<file path="src/rtl/uart_tx_pkg.sv">
// uart_tx_pkg: shared FSM state type, data width and counter-width helper for uart_tx
package uart_tx_pkg;

    localparam int DATA_W = 8;

    typedef enum logic [2:0] {
        IDLE,
        START,
        DATA,
`ifdef UART_TX_PARITY_EN
        PARITY,
`endif
        STOP
    } state_t;

    function automatic int cnt_w(input int n);
        return (n > 2) ? $clog2(n) : 1;
    endfunction

endpackage

</file>
<file path="src/rtl/uart_tx_fifo.sv">
// uart_tx_fifo: synchronous FIFO; a read on a full FIFO frees the slot for a same-cycle write
module uart_tx_fifo #(
    parameter int WIDTH = 8,
    parameter int DEPTH = 4
) (
    input  logic             i_clk,
    input  logic             i_rst,
    input  logic             i_wr,
    input  logic [WIDTH-1:0] i_data,
    input  logic             i_rd,
    output logic [WIDTH-1:0] o_data,
    output logic             o_full,
    output logic             o_empty
);

    localparam int AW = $clog2(DEPTH);
    localparam logic [AW:0] FULL_CNT = (AW + 1)'(DEPTH);

    logic [WIDTH-1:0] r_mem [DEPTH];
    logic [AW-1:0]    r_wp;
    logic [AW-1:0]    r_rp;
    logic [AW:0]      r_cnt;
    logic             w_do_rd;
    logic             w_do_wr;

    assign o_full  = r_cnt == FULL_CNT;
    assign o_empty = r_cnt == '0;
    assign o_data  = r_mem[r_rp];
    assign w_do_rd = i_rd && !o_empty;
    assign w_do_wr = i_wr && (!o_full || w_do_rd);

    // storage array; contents need no reset because the count gates every read
    always_ff @(posedge i_clk) begin
        if (w_do_wr)
            r_mem[r_wp] <= i_data;
    end

    // pointers wrap naturally at the power-of-two depth
    always_ff @(posedge i_clk) begin
        if (i_rst) begin
            r_wp  <= '0;
            r_rp  <= '0;
            r_cnt <= '0;
        end else begin
            if (w_do_wr)
                r_wp <= r_wp + 1'b1;
            if (w_do_rd)
                r_rp <= r_rp + 1'b1;
            r_cnt <= (w_do_wr && !w_do_rd) ? r_cnt + 1'b1 :
                     (!w_do_wr && w_do_rd) ? r_cnt - 1'b1 : r_cnt;
        end
    end

endmodule

</file>
<file path="src/rtl/uart_tx.sv">
// uart_tx: FIFO-buffered 8-bit UART transmitter; define UART_TX_PARITY_EN to add an even-parity bit
module uart_tx
    import uart_tx_pkg::*;
#(
    parameter int CLK_PER_BIT = 16,
    parameter int FIFO_DEPTH  = 4,
    parameter int NSTOP       = 1
) (
    input  logic        i_clk,
    input  logic        i_rst,
    input  logic [7:0]  i_data,
    input  logic        i_wr,
    output logic        o_full,
    output logic        o_idle,
    output logic        o_uart_tx
);

    localparam int BW = cnt_w(CLK_PER_BIT);
    localparam logic [BW-1:0] BAUD_MAX  = BW'(CLK_PER_BIT - 1);
    localparam logic [2:0]    STOP_LAST = 3'(NSTOP - 1);

    state_t            r_state;
    logic [BW-1:0]     r_baud;
    logic [2:0]        r_bit;
    logic [DATA_W-1:0] r_shift;
    logic              r_tx;
    logic              r_idle;
    logic [DATA_W-1:0] w_head;
    logic              w_empty;
    logic              w_full;
    logic              w_tick;
    logic              w_frame_end;
    logic              w_pop;
    logic              w_bit;

    assign w_tick      = r_baud == '0;
    assign w_frame_end = (r_state == STOP) && w_tick && (r_bit == STOP_LAST);
    assign w_pop       = !w_empty && ((r_state == IDLE) || w_frame_end);
    assign o_full      = w_full;
    assign o_idle      = r_idle;
    assign o_uart_tx   = r_tx;

    uart_tx_fifo #(
        .WIDTH (DATA_W),
        .DEPTH (FIFO_DEPTH)
    ) u_fifo (
        .i_clk   (i_clk),
        .i_rst   (i_rst),
        .i_wr    (i_wr),
        .i_data  (i_data),
        .i_rd    (w_pop),
        .o_data  (w_head),
        .o_full  (w_full),
        .o_empty (w_empty)
    );

`ifdef UART_TX_PARITY_EN
    logic r_par;

    // even parity of the byte, captured as it leaves the FIFO
    always_ff @(posedge i_clk) begin
        if (i_rst)
            r_par <= 1'b0;
        else if (w_pop)
            r_par <= ^w_head;
    end

    assign w_bit = (r_state == START)  ? 1'b0 :
                   (r_state == DATA)   ? r_shift[0] :
                   (r_state == PARITY) ? r_par : 1'b1;
`else
    assign w_bit = (r_state == START) ? 1'b0 :
                   (r_state == DATA)  ? r_shift[0] : 1'b1;
`endif

    // frame sequencer: the line is a registered copy of the current state's bit
    always_ff @(posedge i_clk) begin
        if (i_rst) begin
            r_state <= IDLE;
            r_baud  <= '0;
            r_bit   <= '0;
            r_shift <= '0;
            r_tx    <= 1'b1;
            r_idle  <= 1'b1;
        end else begin
            r_tx   <= w_bit;
            r_idle <= (r_state == IDLE) && w_empty;
            case (r_state)
                IDLE: begin
                    if (w_pop) begin
                        r_shift <= w_head;
                        r_baud  <= BAUD_MAX;
                        r_bit   <= '0;
                        r_state <= START;
                    end
                end
                START: begin
                    r_baud  <= w_tick ? BAUD_MAX : r_baud - 1'b1;
                    r_state <= w_tick ? DATA : START;
                end
                DATA: begin
                    if (w_tick) begin
                        r_baud  <= BAUD_MAX;
                        r_shift <= {1'b0, r_shift[DATA_W-1:1]};
                        r_bit   <= r_bit + 1'b1;
                        if (r_bit == 3'd7)
`ifdef UART_TX_PARITY_EN
                            r_state <= PARITY;
`else
                            r_state <= STOP;
`endif
                    end else begin
                        r_baud <= r_baud - 1'b1;
                    end
                end
`ifdef UART_TX_PARITY_EN
                PARITY: begin
                    r_baud  <= w_tick ? BAUD_MAX : r_baud - 1'b1;
                    r_bit   <= '0;
                    r_state <= w_tick ? STOP : PARITY;
                end
`endif
                STOP: begin
                    if (w_tick) begin
                        r_baud <= BAUD_MAX;
                        if (r_bit == STOP_LAST) begin
                            r_bit   <= '0;
                            r_state <= w_pop ? START : IDLE;
                            if (w_pop)
                                r_shift <= w_head;
                        end else begin
                            r_bit <= r_bit + 1'b1;
                        end
                    end else begin
                        r_baud <= r_baud - 1'b1;
                    end
                end
                default: r_state <= IDLE;
            endcase
        end
    end

endmodule

</file>
<file path="config.mk">
export PLATFORM = sky130hd
export DESIGN_NAME = uart_tx
export DESIGN_NICKNAME = d
export VERILOG_FILES = /design/src/rtl/uart_tx_pkg.sv /design/src/rtl/uart_tx_fifo.sv /design/src/rtl/uart_tx.sv
export SDC_FILE = /design/constraint.sdc
export NUM_CORES = 1
export LEC_CHECK = 0
export CORE_ASPECT_RATIO = 1.1
export CORE_MARGIN = 1.5
export CORE_UTILIZATION = 39
export DETAILED_ROUTE_END_ITERATION = 8
export PLACE_DENSITY_LB_ADDON = 0.2
export RECOVER_POWER = 100
export SYNTH_ARGS = -nofsm -noshare
export SYNTH_HDL_FRONTEND = slang
export SYNTH_SLANG_ARGS = --single-unit
</file>
<file path="constraint.sdc">
create_clock -name i_clk -period 3.5 [get_ports i_clk]
set_input_delay 0.875 -clock i_clk [delete_from_list [all_inputs] [get_ports i_clk]]
set_output_delay 0.875 -clock i_clk [all_outputs]
set_load 0.02 [all_outputs]
</file>
# After elaboration in Yosys (flattened, before gate mapping)
# Memory sizes are Yosys's and may differ from the RTL's. A register that Yosys moved wholly into a read port is not among the register bits.
# Index checks and enable logic that the tools add are counted.
# totals
regBits	27
input_bits	11
out_inout_bits	3
wordCells	81
memories	1
ramBits	32
# mem_list
memory	words	width	read_ports	rd_clocked_by_memory_dff	write_ports	line_no	rtl
u_fifo.r_mem	4	8	1	1	1	uart_tx_fifo.sv:19	logic [WIDTH-1:0] r_mem [DEPTH];
# op_classes
n_reduce_logical	26
muxes	29
addsub	6
n_eq_ne	10
# ops
operator	count
3-bit two-way mux	11
8-bit two-way mux	4
8-bit case mux with 3 select lines	1
3-bit case mux with 4 select lines	1
3-bit logical NOT	3
3-bit case mux with 3 select lines	1
1-bit logical AND	8
4-bit two-way mux	2
4-bit case mux with 2 select lines	1
4-bit AND reduction	2
3-bit by 1-bit adder with 3-bit output, second input constant	2
3-bit by 2-bit equality test with 1-bit output, second input constant	2
3-bit equality test, second input constant	2
2-bit two-way mux	3
2-bit by 1-bit inequality test with 1-bit output, second input constant	3
1-bit two-way mux	5
5-bit AND reduction	1
2-bit by 1-bit adder with 2-bit output, second input constant	2
1-bit logical NOT	4
4-bit logical NOT	1
2-bit inequality test, second input constant	2
2-bit nonzero test	2
4-bit by 1-bit subtractor with 4-bit output, second input constant	1
3-bit by 1-bit equality test with 1-bit output, second input constant	1
other kinds (5)	6

# Depth between registers and ports, before layout
# Gate-level depths: netlist of run 1.
# depth
depth_word	12
depth_mapped	12
ltp_nobuf	11

# Modules after synthesis
# Synthesis of run 1 repeated with hierarchy kept, for this count alone.
# unflattened
hier_cells	205
hier_area_um2	2645.0
# by_module_without_submodules
module	seq_area_each_um2	area_per_inst_um2	cells_each	n_inst
uart_tx_fifo	1141.1	1632.8	90	1
uart_tx	380.4	1012.2	115	1

# Worst setup path before layout of run 1
# No wires, ideal clock.
# synth_timing
path_type	reg-to-reg
start	register r_baud[0]
end	register u_fifo.r_cnt[2]
synth_period_minus_slack_ns	2.594
arrival_ns	2.524
path_buffers	1
required_time_ns	3.430
path_stages_with_launch	13
setup_slack_ns	0.906
setup_ns	0.070
path_cell_list	dfxtp_1 -> inv_1 -> ha_1 -> and4bb_1 -> buf_2 -> a31oi_2 -> a21boi_2 -> ha_1 -> inv_1 -> fa_1 -> xor2_1 -> or3_1 -> a21oi_1
# synth_via
elab_chain_cells	11
elab_cells_between_ends	14
cone_classes	mux: 1; reduce/logical: 13
# synth_lines
item	line_no	rtl
start: declaration	uart_tx.sv:23	logic [BW-1:0] r_baud;
start signal: assignment	uart_tx.sv:98	r_baud <= w_tick ? BAUD_MAX : r_baud - 1'b1;
start signal: assignment	uart_tx.sv:113	r_baud <= r_baud - 1'b1;
start signal: assignment	uart_tx.sv:135	r_baud <= r_baud - 1'b1;
4-bit logical NOT *	uart_tx.sv:36	assign w_tick = r_baud == '0;
1-bit logical AND * (2 in series)	uart_tx.sv:37	assign w_frame_end = (r_state == STOP) && w_tick && (r_bit == STOP_LAST);
1-bit logical OR *	uart_tx.sv:38	assign w_pop = !w_empty && ((r_state == IDLE) || w_frame_end);
1-bit logical AND *	uart_tx.sv:38	
1-bit logical AND *	uart_tx_fifo.sv:29	assign w_do_rd = i_rd && !o_empty;
1-bit logical OR *	uart_tx_fifo.sv:30	assign w_do_wr = i_wr && (!o_full || w_do_rd);
1-bit logical AND *	uart_tx_fifo.sv:30	
named net u_fifo.w_do_wr	uart_tx_fifo.sv:24	logic w_do_wr;
1-bit logical NOT	uart_tx_fifo.sv:50	(!w_do_wr && w_do_rd) ? r_cnt - 1'b1 : r_cnt;
1-bit logical AND	uart_tx_fifo.sv:50	
2-bit nonzero test (no line)	-	
end signal: assignment	uart_tx_fifo.sv:49	r_cnt <= (w_do_wr && !w_do_rd) ? r_cnt + 1'b1 :
end: declaration	uart_tx_fifo.sv:22	logic [AW:0] r_cnt;
# Mark *: on every way through the listed nets, which the timed path passes. The rest lies on a longest branch.
# A chain may end at the register's enable or synchronous reset.

# Worst setup path in the final report of run 1
# Same ends and word-level chain as after synthesis.

==> impl_metrics.tcl, run 1 <==
set metrics [dict create \
    max_freq_mhz 336.9 \
    cts_max_level 3 \
    path_cells "inv_1 -> ha_1 -> and4bb_1 -> a31oi_1 -> a21boi_2 -> ha_1 -> inv_1 -> fa_1 -> xor2_1 -> or3_1 -> a21oi_1" \
    worstSetupPathType "flip-flop to flip-flop" \
    syn_inst 205 \
    ioPinCount 14 \
    p_sw_frac 0.3481 \
    gp_congestion 0.7215 \
    place_area_sq_um 2835 \
    use_met1 0.1899 \
    postLayoutCellArea_sq_um 3024 \
    status "complete, no violations" \
    clk_latency_ns 0.33 \
    end_kind "flip-flop" \
    cp.arrival_ns 3.23 \
    viasPerCell 5.320 \
    cellPowerDensity_nw_per_um2 805.3 \
    synth_edf_count 32 \
    grt_pass1_wl_um 8017 \
    grt_setup_unrepaired "false" \
    grt-busiest-layer "met2" \
    grt_use_met3 0.03571 \
    worst-path-buf-inv 2 \
    dr.pass1.iters 6 \
    ys_async_sr_fraction 0 \
    clockBufferDepth 2 \
    drive_gt1_frac 0.1696 \
    final_common_cell "edfxtp_1" \
    cts_hold_buf 0 \
    leakagePower_nw 1.036 \
    synth_seq_cells 60 \
    grt_max_degree 17 \
    antenna_found_initial 0 \
    post-route-period-util 0.8480 \
    combPwrFrac 0.328 \
    required_ns 3.76 \
    fin_nets 240 \
    tns_ns 0 \
    n_antenna_cell 0 \
    final_cell_mix "edfxtp_1, dfxtp_1, nand2_1" \
    drc 0 \
    synth.distinct_cells 45 \
    worstHoldPathType "flip-flop to flip-flop" \
    syn-cell-area_sq_um 2654 \
    syn2layout_area_growth_pct 13.96 \
    place_hpwl_um 3010 \
    finalCriticalPeriod_ns 2.968 \
    cts_tree "built" \
    die_y_um 89.52 \
    relSlewSlack 0.3919 \
    crit_start "r_baud[0]$_SDFFE_PP0P_" \
    drv_cap 0 \
    clkTransAtPathRegs_ns 0.07 \
    syn_avg_cell_area_sq_um 12.95 \
    sequentialPowerShare 0.415 \
    critPathTopFamily "adder cells" \
    grt.total_usage 0.1500 \
    wl_per_cell_um 15.06 \
    p_int_mw 1.587 \
    cts_root_buffer "clkbuf_8" \
    r2r_start "r_baud[0]$_SDFFE_PP0P_" \
    io_buffers 13 \
    vias 1628 \
    synth_nets 226 \
    overflow 0 \
    start_kind "flip-flop" \
    fin_worst_skew_ns 0.007760 \
    clock-sinks 60 \
    finalSetupViolations 0 \
    hold_violations 0 \
    use_met2 0.2352 \
    grt_pass1_vias 1735 \
    num_rows 31 \
    slowest_stage "and4bb_1" \
    drv_slew 0 \
    cp_max_fo 8 \
    p_clk_frac 0.257 \
    core_sq_um 6594 \
    ys_seq_area_frac 0.5733 \
    cts_resized 0 \
    ant_nets 0 \
    drtIter0Drc 52 \
    dieArea_sq_um 7309 \
    max_stage_delay_ns 0.38 \
    start_util 0.4025 \
    synth-warning-count 0 \
    min-delay-start "r_bit[2]$_SDFFE_PP0P_" \
    die_w_um 81.65 \
    tightest_slew_ns 0.9121 \
    cts_setup_buffers 0 \
    cts_inserted_buffers 9 \
    switchingPower_uw 847.8 \
    ys.flop_type "edfxtp_1" \
    routed_wl_um 4608 \
    ir_drop_v 0.0003064 \
]
worst reg2reg max path: stages, from the launching register on:
cell and delay (ns):
dfxtp_1 0.32, inv_1 0.07, ha_1 0.21, and4bb_1 0.38, a31oi_1 0.24, a21boi_2 0.36, ha_1 0.24, inv_1 0.06
fa_1 0.38, xor2_1 0.18, or3_1 0.31, a21oi_1 0.15
per-stage QoR:
stage,utilization,power [mW],hold slack [ns],std cells,setup slack (ns)
floorplan,-,1.673,0.4486,205,0.9060
global placement,0.4300,1.832,0.4673,290,0.5397
detailed placement,0.4300,1.840,0.4753,290,0.4869
CTS,0.4602,2.476,0.4846,306,0.5605
global route,0.4586,2.603,0.5088,306,0.2228
finish,0.4586,2.435,0.4781,306,0.5320
per-layer routing:
metal,part of all wire,vias up
li1,-,795
met1,0.48,793
met2,0.48,31
met3,0.028,9
met4,0.017,0
met5,0,-
cells in the mapped netlist, types with 2 or more instances:
master | instances | area (sq um)
xor2_1 | 2 | 17.52
nor3b_1 | 2 | 15.01
nand2b_1 | 8 | 50.05
or3_1 | 2 | 12.51
nor2b_1 | 2 | 12.51
and2_1 | 4 | 25.02
nand4_1 | 3 | 18.77
buf_6 | 2 | 22.52
a311oi_1 | 3 | 26.28
nor3_1 | 14 | 70.07
clkbuf_1 | 6 | 22.52
mux4_2 | 8 | 180.2
ha_1 | 9 | 112.6
a21oi_1 | 12 | 60.06
nor2_1 | 6 | 22.52
inv_1 | 8 | 30.03
edfxtp_1 | 32 | 960.9
mux2i_1 | 2 | 20.02
o21ai_0 | 3 | 15.01
nand2_1 | 19 | 71.32
a311oi_2 | 6 | 90.09
buf_2 | 2 | 10.01
dfxtp_1 | 28 | 560.5
cell families (layout without fill, tap and decap cells):
kind of cell	Yosys count	count (layout)	share of synthesized area
xor+xnor	2	2	0.006602
fa+ha+maj	10	10	0.04998
mux	11	11	0.07968
buf+inv	20	39	0.03630
compound gates	32	32	0.1080
simple gates	70	70	0.1462
flops	60	60	0.5733
layout make-up:
| class | instances | area [sq um] |
|---|---|---|
| fill | 633 | 3570 |
| sequential | 60 | 1521 |
| multi-input combinational | 125 | 1030 |
| timing repair buffer | 15 | 141.4 |
| clock buffer | 9 | 123.9 |
| tap | 82 | 102.6 |
| clock inverter | 7 | 75.07 |
| inverter | 8 | 30.03 |
power by group through the flow:
stage                     logic [mW]  registers, mW  clock network, mW
final                          0.798           1.01              0.626
after global routing           0.899           1.04              0.665
after CTS                      0.820           1.02              0.641
after detailed placement       0.812           1.03                  0
after global placement         0.807           1.02                  0
after floorplan                0.711          0.963                  0
sequential cells by signal, summed over array words and instances (netlist names), named ones only:
name and count:
o_uart_tx 1, r_state 2, o_idle 1, r_shift 8
u_fifo.r_wp 2, u_fifo.r_rp 2, u_fifo.r_cnt 3, r_bit 3
r_baud 4, u_fifo.r_mem 32
path summary, 6_finish.rpt:
| path | cells past startpoint | slack (ns) | endpoint |
|---|---|---|---|
| min | 2 | 0.48 | r_bit[2]$_SDFFE_PP0P_ |
| min reg2reg | 2 | 0.48 | r_bit[2]$_SDFFE_PP0P_ |
| max reg2reg | 11 | 0.53 | u_fifo.r_cnt[2]$_SDFFE_PP0P_ |
| max | 11 | 0.53 | u_fifo.r_cnt[2]$_SDFFE_PP0P_ |
Power figures use the tool's default switching activity.
==> run 2: changes to the inputs <==
clock period = 2.8 ns   (was 3.5 ns; I/O delays follow)
==> impl_metrics.tcl, run 2 (synthesis results as in run 1) <==
set metrics [dict create \
    cellPowerDensity_nw_per_um2 980.2 \
    drc 0 \
    core_sq_um 6594 \
    cts_max_level 3 \
    final_cell_mix "edfxtp_1, dfxtp_1, nand2_1" \
    viasPerCell 5.339 \
    ant_nets 0 \
    end_kind "flip-flop" \
    vias 1655 \
    gp_congestion 0.7115 \
    cp_max_fo 6 \
    syn2layout_area_growth_pct 14.29 \
    io_buffers 13 \
    worstSetupPathType "flip-flop to flip-flop" \
    cts_tree "built" \
    place_area_sq_um 2865 \
    reg_top3 "u_fifo.r_mem: 32 flops, r_shift: 8 flops, r_baud: 4 flops" \
    clock-sinks 60 \
    stdcell_count 310 \
    dp.cells 294 \
    drtIter0Drc 138 \
    start_util 0.4025 \
    grt_max_degree 26 \
    relSlewSlack 0.5535 \
    grt_pass1_vias 1571 \
    clk_latency_ns 0.34 \
    final_common_cell "edfxtp_1" \
    cts_setup_buffers 0 \
    dr.pass1.iters 4 \
    cts_root_buffer "clkbuf_8" \
    routed_wl_um 4572 \
    hold_violations 0 \
    ir_drop_v 0.0004185 \
    cts_resized 0 \
    required_ns 3.07 \
    ioPinCount 14 \
    postLayoutCellArea_sq_um 3033 \
    largest_reg_flops 32 \
    fin_nets 244 \
    finalSetupViolations 0 \
    status "complete, no violations" \
    start_kind "flip-flop" \
    pre_cts_ws_ns 0.1468 \
    max_freq_mhz 384.1 \
    fin_worst_skew_ns 0.008176 \
    wl_per_cell_um 14.75 \
    worstHoldPathType "flip-flop to flip-flop" \
    antenna_found_initial 0 \
    die_w_um 81.65 \
    drv_slew 0 \
    die_y_um 89.52 \
    fill_cells 616 \
    n_antenna_cell 0 \
    cp.arrival_ns 2.87 \
    grt_pass1_wl_um 7596 \
    finalPower_mw 2.973 \
    place_hpwl_um 3032 \
    clkTransAtPathRegs_ns 0.07 \
    cts_inserted_buffers 9 \
    num_rows 31 \
    tightest_slew_ns 0.6698 \
    holdWs_ns 0.4784 \
    fin_util 0.4600 \
    post-route-period-util 0.9299 \
    leakagePower_nw 1.032 \
    grt.total_usage 0.1450 \
    finalCriticalPeriod_ns 2.604 \
    overflow 0 \
    cts_hold_buf 0 \
    top_register "u_fifo.r_mem" \
    dieArea_sq_um 7309 \
    drive_gt1_frac 0.1711 \
    tns_ns 0 \
    grt_setup_unrepaired "false" \
    finalWorstSetupSlack_ns 0.1964 \
    drv_cap 0 \
    clockBufferDepth 2 \
]
run 2: power by group:
group          leakage, nW  switching [mW]  internal [mW]
logic                0.424           0.536          0.489
registers            0.525           0.159           1.10
clock network       0.0830           0.366          0.323
total                 1.03            1.06           1.91
run 2: area by class of cell:
| type | instances | area, sq um | area share |
|---|---|---|---|
| clock buffer | 9 | 123.9 | 0.04084 |
| sequential | 60 | 1521 | 0.5017 |
| tap | 82 | 102.6 | 0.03383 |
| timing repair buffer | 19 | 167.7 | 0.05528 |
| clock inverter | 7 | 53.80 | 0.01774 |
| inverter | 8 | 30.03 | 0.009901 |
| multi-input combinational | 125 | 1033 | 0.3408 |
run 2: critical path: stages (launching register included):
cell and delay (ns):
dfxtp_1 0.35, inv_1 0.06, ha_1 0.23, and4bb_1 0.26, a31oi_4 0.25, or2b_1 0.14, ha_1 0.18, inv_1 0.07
fa_1 0.37, xor2_1 0.18, or3_1 0.31, a21oi_1 0.14
run 2: path summary, 6_finish.rpt:
check                    startpoint                           end  slack (ns)  cells past startpoint
max          r_baud[0]$_SDFFE_PP0P_  u_fifo.r_cnt[2]$_SDFFE_PP0P_        0.20                     11
min           r_bit[0]$_SDFFE_PP0P_         r_bit[0]$_SDFFE_PP0P_        0.48                      2
max reg2reg  r_baud[0]$_SDFFE_PP0P_  u_fifo.r_cnt[2]$_SDFFE_PP0P_        0.20                     11
min reg2reg   r_bit[0]$_SDFFE_PP0P_         r_bit[0]$_SDFFE_PP0P_        0.48                      2
run 2: per-layer routing:
metal | GRT usage | routed length (um) | up-vias
met5 | 0 | 0 | -
met4 | 0.08783 | 119 | 0
met3 | 0.03367 | 142 | 11
met2 | 0.2307 | 2204 | 32
met1 | 0.1794 | 2106 | 808
li1 | - | - | 804
